<file path="src/rtl/prio_ticket_queue_pkg.sv">
// Shared types and helpers for the priority ticket dispatcher.
package prio_ticket_pkg;

    localparam int PTQ_NUM_PRIO = 2;
    localparam int PTQ_TICKET_W = 8;
    localparam int PTQ_PRIO_W   = (PTQ_NUM_PRIO > 1) ? $clog2(PTQ_NUM_PRIO) : 1;

    typedef logic [PTQ_TICKET_W-1:0] ticket_t;
    typedef logic [PTQ_PRIO_W-1:0]   prio_t;

    typedef enum logic {IDLE, SERVING} state_t;

    // Index of the lowest set bit; caller guarantees the vector is non-empty.
    function automatic int first_set(input logic [31:0] v);
        first_set = 0;
        for (int i = 31; i >= 0; i--) begin
            if (v[i]) first_set = i;
        end
    endfunction

endpackage

</file>
<file path="src/rtl/prio_ticket_queue_fifo.sv">
// Single-level ticket FIFO: registered pointers, head visible with no read latency.
module ticket_fifo #(
    parameter int DEPTH    = 64,
    parameter int TICKET_W = 8,
    localparam int CW      = $clog2(DEPTH + 1)
) (
    input  logic                Clk,
    input  logic                Reset_N,
    input  logic                push,
    input  logic                pop,
    input  logic [TICKET_W-1:0] din,
    output logic [TICKET_W-1:0] dout,
    output logic [CW-1:0]       count,
    output logic                full,
    output logic                empty
);
    localparam int AW = $clog2(DEPTH);

    logic [TICKET_W-1:0] mem_q [DEPTH];
    logic [AW-1:0]       wr_q, rd_q;
    logic [CW-1:0]       cnt_q;

    // Storage; the owner never pushes a full level, so no overflow guard here.
    always_ff @(posedge Clk) begin
        if (Reset_N && push) mem_q[wr_q] <= din;
    end

    // Pointer and occupancy tracking.
    always_ff @(posedge Clk) begin
        if (!Reset_N) begin
            wr_q  <= '0;
            rd_q  <= '0;
            cnt_q <= '0;
        end else begin
            if (push) wr_q <= wr_q + 1'b1;
            if (pop)  rd_q <= rd_q + 1'b1;
            cnt_q <= cnt_q + CW'(push) - CW'(pop);
        end
    end

    assign dout  = mem_q[rd_q];
    assign count = cnt_q;
    assign full  = (cnt_q == CW'(DEPTH));
    assign empty = (cnt_q == '0);

endmodule

</file>
<file path="src/rtl/prio_ticket_queue.sv">
// Multi-priority ticket dispatcher: issues wrapping tickets, queues them per level,
// and hands the winning head to the service desk on each Done.
// Optional aging (anti-starvation) is enabled by defining PTQ_AGING_EN.
module prio_ticket_queue
    import prio_ticket_pkg::*;
#(
    parameter int NUM_PRIO  = 2,
    parameter int DEPTH     = 64,
    parameter int TICKET_W  = 8,
    parameter int AGE_LIMIT = 4,
    localparam int PRIO_W   = (NUM_PRIO > 1) ? $clog2(NUM_PRIO) : 1,
    localparam int CNT_W    = $clog2(NUM_PRIO * DEPTH + 1)
) (
    input  logic                Clk,
    input  logic                Reset_N,
    input  logic                New,
    input  logic [PRIO_W-1:0]   New_Prio,
    input  logic                Done,
    output logic                Accepted,
    output logic [TICKET_W-1:0] Ticket,
    output logic                Drop,
    output logic                Serving,
    output logic [TICKET_W-1:0] Current_Client,
    output logic [PRIO_W-1:0]   Current_Prio,
    output logic [CNT_W-1:0]    Total_Clients,
    output logic [NUM_PRIO-1:0] Full
);
    localparam int LCW = $clog2(DEPTH + 1);

    logic [NUM_PRIO-1:0]               push, pop, lvl_full, lvl_empty, ne, win;
    logic [NUM_PRIO-1:0][TICKET_W-1:0] head;
    logic [NUM_PRIO-1:0][LCW-1:0]      lvl_cnt;
    logic [PRIO_W-1:0]                 sel;
    logic                              dispatch, accept;
    logic [CNT_W-1:0]                  total;

    state_t              state_q;
    logic [TICKET_W-1:0] next_tkt_q, tkt_q, cur_q;
    logic [PRIO_W-1:0]   cprio_q;
    logic                acc_q, drop_q, serv_q;

`ifdef PTQ_AGING_EN
    localparam int AGE_W = $clog2(AGE_LIMIT + 1);
    logic [NUM_PRIO-1:0][AGE_W-1:0] age_q;
    logic [NUM_PRIO-1:0]            forced;

    // A level is forced once it has been passed over AGE_LIMIT times.
    always_comb begin
        for (int l = 0; l < NUM_PRIO; l++)
            forced[l] = ne[l] && (age_q[l] >= AGE_W'(AGE_LIMIT));
    end

    // Skip counters: bump on each dispatch that passes a waiting level, saturate at the limit.
    always_ff @(posedge Clk) begin
        if (!Reset_N) begin
            age_q <= '0;
        end else begin
            for (int l = 0; l < NUM_PRIO; l++) begin
                if (!ne[l] || (dispatch && int'(sel) == l))
                    age_q[l] <= '0;
                else if (dispatch && age_q[l] != AGE_W'(AGE_LIMIT))
                    age_q[l] <= age_q[l] + 1'b1;
            end
        end
    end
`endif

    // Level selection, dispatch decision and per-level push/pop strobes.
    always_comb begin
        ne  = ~lvl_empty;
        win = ne;
`ifdef PTQ_AGING_EN
        if (|forced) win = forced;
`endif
        sel      = PRIO_W'(first_set(32'(win)));
        dispatch = (|ne) && (state_q == IDLE || Done);
        for (int l = 0; l < NUM_PRIO; l++) begin
            push[l] = New && (int'(New_Prio) == l) && !lvl_full[l];
            pop[l]  = dispatch && (int'(sel) == l);
        end
        accept = |push;
    end

    for (genvar g = 0; g < NUM_PRIO; g++) begin : g_lvl
        ticket_fifo #(.DEPTH(DEPTH), .TICKET_W(TICKET_W)) u_fifo (
            .Clk     (Clk),
            .Reset_N (Reset_N),
            .push    (push[g]),
            .pop     (pop[g]),
            .din     (next_tkt_q),
            .dout    (head[g]),
            .count   (lvl_cnt[g]),
            .full    (lvl_full[g]),
            .empty   (lvl_empty[g])
        );
    end

    // Waiting population across all levels (desk excluded).
    always_comb begin
        total = '0;
        for (int l = 0; l < NUM_PRIO; l++) total = total + CNT_W'(lvl_cnt[l]);
    end

    // Arrival side: ticket counter and registered accept/drop pulses.
    always_ff @(posedge Clk) begin
        if (!Reset_N) begin
            next_tkt_q <= '0;
            tkt_q      <= '0;
            acc_q      <= 1'b0;
            drop_q     <= 1'b0;
        end else begin
            acc_q  <= accept;
            drop_q <= New && !accept;
            if (accept) begin
                tkt_q      <= next_tkt_q;
                next_tkt_q <= next_tkt_q + 1'b1;
            end
        end
    end

    // Desk FSM: pull the selected head when idle or when the current client is done.
    always_ff @(posedge Clk) begin
        if (!Reset_N) begin
            state_q <= IDLE;
            serv_q  <= 1'b0;
            cur_q   <= '0;
            cprio_q <= '0;
        end else begin
            case (state_q)
                IDLE: begin
                    if (dispatch) begin
                        cur_q   <= head[sel];
                        cprio_q <= sel;
                        serv_q  <= 1'b1;
                        state_q <= SERVING;
                    end
                end
                SERVING: begin
                    if (dispatch) begin
                        cur_q   <= head[sel];
                        cprio_q <= sel;
                    end else if (Done) begin
                        serv_q  <= 1'b0;
                        state_q <= IDLE;
                    end
                end
                default: state_q <= IDLE;
            endcase
        end
    end

    assign Accepted       = acc_q;
    assign Ticket         = tkt_q;
    assign Drop           = drop_q;
    assign Serving        = serv_q;
    assign Current_Client = cur_q;
    assign Current_Prio   = cprio_q;
    assign Total_Clients  = total;
    assign Full           = lvl_full;

endmodule

</file>
<file path="config.mk">
export PLATFORM = sky130hd
export DESIGN_NAME = prio_ticket_queue
export DESIGN_NICKNAME = d
export VERILOG_FILES = /design/src/rtl/prio_ticket_queue_pkg.sv /design/src/rtl/prio_ticket_queue_fifo.sv /design/src/rtl/prio_ticket_queue.sv
export SDC_FILE = /design/constraint.sdc
export NUM_CORES = 1
export LEC_CHECK = 0
export ABC_CLOCK_PERIOD_IN_PS = 3850
export BUFFER_PORTS_ARGS = -buffer_cell sky130_fd_sc_hd__buf_2
export CAP_MARGIN = 20
export CELL_PAD_IN_SITES_DETAIL_PLACEMENT = 1
export CELL_PAD_IN_SITES_GLOBAL_PLACEMENT = 1
export CORE_AREA = 2 2 405 407
export CTS_CLUSTER_DIAMETER = 40
export DETAILED_ROUTE_END_ITERATION = 16
export DIE_AREA = 0 0 407 409
export GPL_TIMING_DRIVEN = 0
export PLACE_DENSITY_LB_ADDON = 0.1
export SETUP_SLACK_MARGIN = 0.05
export SYNTH_ARGS = -nofsm -noshare
export SYNTH_HDL_FRONTEND = slang
export SYNTH_SLANG_ARGS = --single-unit
</file>
<file path="constraint.sdc">
create_clock -name Clk -period 3.85 [get_ports Clk]
set_input_delay 0.1925 -clock Clk [delete_from_list [all_inputs] [get_ports Clk]]
set_output_delay 0.1925 -clock Clk [all_outputs]
set_load 0.02 [all_outputs]
</file>
* Word-level counts from Yosys, hierarchy flattened
Memory sizes are Yosys's and may differ from the RTL's. A register that Yosys moved wholly into a read port is not among the register bits.
Index checks and enable logic that the tools add are counted.
** Cells by class
- $add $sub $neg :: 10
- $lt $le $gt $ge :: 1
- Equality and inequality tests :: 5
- Muxes and demuxes :: 22
- Bitwise gates (word level) :: 4
- Reduce and logical (&&, ||, !) cells :: 19
** Operators by type and width (number)
- adder 6 x 1 -> 6 bit, second input constant :: 4
- 2-to-1 mux 6 bit :: 4
- 2-to-1 mux 8 bit :: 3
- adder 7 x 1 -> 7 bit :: 2
- == test 7 bit, second input constant :: 2
- zero test 7 bit :: 2
- subtractor 7 x 1 -> 7 bit :: 2
- 2-to-1 mux 1 bit :: 13
- logical AND 1 bit :: 10
- adder 7 x 7 -> 8 bit :: 1
- adder 8 x 1 -> 8 bit, second input constant :: 1
- inequality test 2 bit, second input constant :: 3
- case mux 1 bit (2 select lines) :: 2
- OR reduction 2 bit :: 2
- zero test 1 bit :: 3
- NOT 1 bit :: 3
- AND reduction 3 bit :: 1
- less-than comparator 1 x 2 -> 1 bit, second input constant :: 1
- NOT 2 bit :: 1
- logical OR 1 bit :: 1
** Word-level totals
- Bits in registers :: 67
- RAM bits :: 1024
- Output and inout bits :: 30
- Memories kept :: 2
** Memories
- g_lvl[0].u_fifo.mem_q :: depth 64, bits a word 8, read ports 1, clocked after memory_dff 1, wr ports 1, RTL line prio_ticket_queue_fifo.sv:19 : logic [TICKET_W-1:0] mem_q [DEPTH];
- g_lvl[1].u_fifo.mem_q :: depth 64, bits a word 8, read ports 1, clocked after memory_dff 1, wr ports 1, RTL line prio_ticket_queue_fifo.sv:19

* Depth between registers and ports, before layout
- Depth after elaboration :: 8
- Depth in mapped cells :: 17
- Depth with buffers taken out :: 16

* Modules after synthesis
From an unflattened synthesis, not the netlist that was laid out.
** Unflattened totals
- Cell total of the unflattened synthesis :: 2274
- Area, all modules :: 43909.6 um^2
** Modules (own cells, without submodules)
- ticket_fifo (g_lvl[0].u_fifo) :: instances 1, cells an instance 1046, area an instance 21155.3 um^2, sequential area each 15875.2 um^2
- ticket_fifo (g_lvl[1].u_fifo) :: instances 1, cells an instance 1046, area an instance 21149.0 um^2, sequential area each 15875.2 um^2
- prio_ticket_queue :: instances 1, cells an instance 182, area an instance 1605.3 um^2, sequential area each 580.6 um^2

* Worst setup path after synthesis
Ideal clock, no wire load.
- Kind :: register to register
- Start point :: register g_lvl[1].u_fifo.cnt_q[2]
- End point :: register g_lvl[1].u_fifo.cnt_q[6]
- Arrival time :: 2.941 ns
- Slack :: 0.777 ns
- Cell stages (with the launch flop) :: 17
- Path buffers :: 0
- Period minus slack after synthesis :: 3.073 ns
- Cell sequence :: dfxtp_1 > inv_1 > ha_1 > nor4bb_1 > a21oi_1 > inv_1 > ha_1 > inv_1 > ha_1 > inv_1 > fa_1 > nand2b_1 > a21oi_1 > o21ai_0 > a21oi_1 > or3_1 > a21oi_1
** On the way
- Longest elaborated chain between the ends :: 6
** RTL lines
- start: declaration :: RTL line prio_ticket_queue_fifo.sv:21 : logic [CW-1:0] cnt_q;
- start signal: assignment :: RTL line prio_ticket_queue_fifo.sv:37 : cnt_q <= cnt_q + CW'(push) - CW'(pop);
- parallel branches: the longest is 5 deep, another holds adder 7 x 1 -> 7 bit
- subtractor 7 x 1 -> 7 bit * :: RTL line prio_ticket_queue_fifo.sv:37
Mark *: on every way between the ends.
A chain may end at the register's enable or synchronous reset.

==> key figures <==
Die
  • Die area: 166500 um2
  • Core area: between 150000 and 200000 um2
  • Die X: just over 400 um
  • # IOs: 35
  • Die height: about 410 um
  • Row Count: 148
  • Initial Util: between 20% and 30%

Finish
  • ANT cells: 0
  • Final core utilization: between 30% and 40%
  • Area grow syn2layout: 23.82%
  • Commonest cells after routing, fill and taps aside: 1024 x edfxtp_1, 201 x mux4_2, 195 x clkbuf_16
  • Final Net Count: 2614
  • Most common cell after layout, fill and taps aside: edfxtp_1
  • Share of cells above drive strength 1: between 20% and 30%
  • Fill cell count: around 16000

Synth
  • Number of synthesis warnings: 0
  • Area of the mapped netlist: between 40000 and 50000 um2
  • Top post-synthesis cells by area: edfxtp_1 71%, mux4_2 10%, dfxtp_1 3.6%
  • Syn Inst Count: roughly 2300
  • Post-synth top area cell: edfxtp_1
  • Synthesized area per cell: between 15 and 20 um2
  • Netlist cell types: ~70
  • Syn nets: between 2000 and 2500
  • Synth top area share: between 70 and 80%
  • Seq/Total Area, Yosys: roughly 74%
  • Fraction of registers with async set/reset: 0%
  • Main synth FF type: edfxtp_1
  • Synthesized flop and latch total: 1103
  • Post-synth EDFFs: between 1000 and 1500

Global routing
  • Largest net degree at the start of global routing: 83
  • Vias in the first global route: about 25000
  • Global-route wire length before repair: ~200 mm
  • Total grt overflow: 0
  • Global-route usage over all layers: around 17%
  • Initial antenna violation count: 4

Routing
  • Antenna viol nets, final: 0
  • Routed wire per std cell: around 29 um
  • # DRC: 0
  • DRT iter0 DRCs: 1461
  • Post-Route WL: roughly 140 mm
  • Via density: ~4.7
  • Drt first pass iters: 5
  • Routed vias: between 20000 and 25000

STA
  • Slew @ Worst Pin: between 1 and 1.5 ns
  • Final Setup Violations: 0
  • Hold WS: about 0.22 ns
  • Unrepaired setup endpoints after global routing: yes
  • Fmax: 0.2687 GHz
  • Min cycle time layout: ~3.7 ns
  • Fin. Hold Viols: 0
  • Setup TNS: 0 ns
  • Tcrit/Tclk final: 96.65%
  • Clock skew: ~0.021 ns
  • Max Transition Viols Final: 0
  • Slew margin rel.: 21.63%

CTS
  • Worst-Skew Late Latency: ~0.8 ns
  • CTS tree: done
  • CTS root buf: clkbuf_16
  • CTS buffer count: slightly below 200
  • H-tree depth: 4
  • Reg clk slew, reported paths: 0.05 ns
  • CTS max path bufs: 3
  • CTS sink cnt: between 1000 and 1500

Place
  • IO Port Bufs: 34
  • HPWL after DPL: about 94 mm
  • GP Congestion: between 0.7 and 0.8

Critical path
  • Setup CP Type: reg -> reg
  • Crit path max fanout: 10
  • Critical Path Source Type: flip-flop
  • Required @ worst endpoint: 4.49 ns
  • CP Capture Type: flip-flop
  • Crit path DAT: roughly 4.4 ns

Power
  • Total chip power: roughly 37 mW
  • Maximum VDD drop: about 440 uV
  • Pwr per Cell Area: between 600 and 700 nW/um2
  • P_leak: roughly 17 nW

Worst hold path
  • Worst hold path type: in -> reg

Job
  • Max-cap violations: 0

Run status
  • Status: completed
-- per-stage QoR --
step                      instance area (um2)  setup WS [ns]  cells
after global routing                    53890        0.03914   4920
after detailed placement                46850        -0.3876   4550
final                                   53890         0.1289   4920
after global placement                  46410         -1.819   4529
after CTS                               53770        -0.2643   4918
after floorplan                         43520         0.7770   2320
-- registers in the layout (all words and copies together) (netlist names), named ones only --
name / flops
Accepted: 1
Current_Client: 8
Current_Prio: 1
Drop: 1
Serving: 1
Ticket: 8
g_lvl.u_fifo.count: 14
g_lvl.u_fifo.mem_q: 1024
g_lvl.u_fifo.rd_q: 12
g_lvl.u_fifo.wr_q: 12
next_tkt_q: 8
state_q: 1
-- layer usage --
layer  track usage, %  share of wire (%)  up-vias
li1                 -                  -     9944
met1            22.16                 43    12460
met2            29.72                 51      487
met3            2.793                3.7      208
met4            4.566                2.0        0
met5                0                  0        -
-- critical path, cell delays in order (launching register included) --
cell and delay, ns:
dfxtp_1 0.43, buf_4 0.36, buf_2 0.55, mux4_2 0.60
o22ai_1 0.41, o22ai_1 0.29, nor3_1 0.79, o2bb2ai_1 0.12
-- synthesized netlist by cell type, types with 5 or more instances --
| cell | number |
|---|---|
| buf_6 | 14 |
| nand3_1 | 34 |
| clkbuf_1 | 34 |
| inv_1 | 32 |
| ha_1 | 30 |
| nor2b_1 | 16 |
| o2111ai_1 | 7 |
| edfxtp_1 | 1024 |
| a221oi_1 | 18 |
| buf_1 | 13 |
| nor2_1 | 196 |
| nand2_1 | 92 |
| nand4_1 | 17 |
| or3_1 | 7 |
| o211ai_1 | 10 |
| nand2b_1 | 10 |
| mux2i_1 | 126 |
| a21oi_1 | 48 |
| mux2_2 | 11 |
| o22ai_1 | 24 |
| buf_4 | 19 |
| dfxtp_1 | 79 |
| and3_1 | 6 |
| o21bai_1 | 7 |
| o21ai_0 | 19 |
| nand3b_1 | 6 |
| buf_2 | 30 |
| xnor2_1 | 22 |
| o22a_1 | 5 |
| a21o_1 | 7 |
| a22oi_1 | 48 |
| nor3_1 | 9 |
| mux4_2 | 201 |
| and2_1 | 17 |
| mux4_1 | 8 |
| xor2_1 | 16 |
-- path summary, 6_finish.rpt --
| kind | start | end | slack (ns) | cells past startpoint |
|---|---|---|---|---|
| setup / recovery | flip-flop | Current_Client[1]$_SDFFE_PN0P_ | 0.13 | 7 |
| hold reg to reg | Ticket[5]$_SDFFE_PN0P_ | Ticket[5]$_SDFFE_PN0P_ | 0.46 | 2 |
| hold / removal | Reset_N | g_lvl[0].u_fifo.wr_q[0]$_SDFFE_PN0P_ | 0.22 | 4 |
| setup reg to reg | flip-flop | Current_Client[1]$_SDFFE_PN0P_ | 0.13 | 7 |
-- report_power, final --
group	total [mW]	internal, mW	switching, mW
Combinational	5.62	2.15	3.47
Sequential	13.6	13.3	0.333
Clock	17.5	11.1	6.40
Total	36.8	26.6	10.2
-- timing repair --
item,in CTS,in global routing
gates cloned,0,0
hold endpoints to repair,10,0
resized for setup,64,20
pin swaps,0,1
hold buffers,4,0
setup endpoints to repair,639,313
buffers inserted,0,2
-- area by class of cell --
type | instances | area [um2] | share of cell area, %
buffer | 114 | 709.4 | 1.317
clock buffer | 204 | 4933 | 9.156
clock inverter | 160 | 1784 | 3.311
inverter | 36 | 136.4 | 0.2531
multi-input combinational | 1067 | 10590 | 19.65
sequential | 1103 | 32360 | 60.06
tap | 2175 | 2721 | 5.050
timing repair buffer | 61 | 649.4 | 1.205
-- logic make-up after synthesis --
family          synth area share (%)
flops                          74.29
simple gates                   4.551
mux                            14.07
compound gates                 3.424
buf+inv                        1.900
xor+xnor                      0.7647
fa+ha+maj                      1.001
Note: power is estimated with default switching activity, not from simulation.
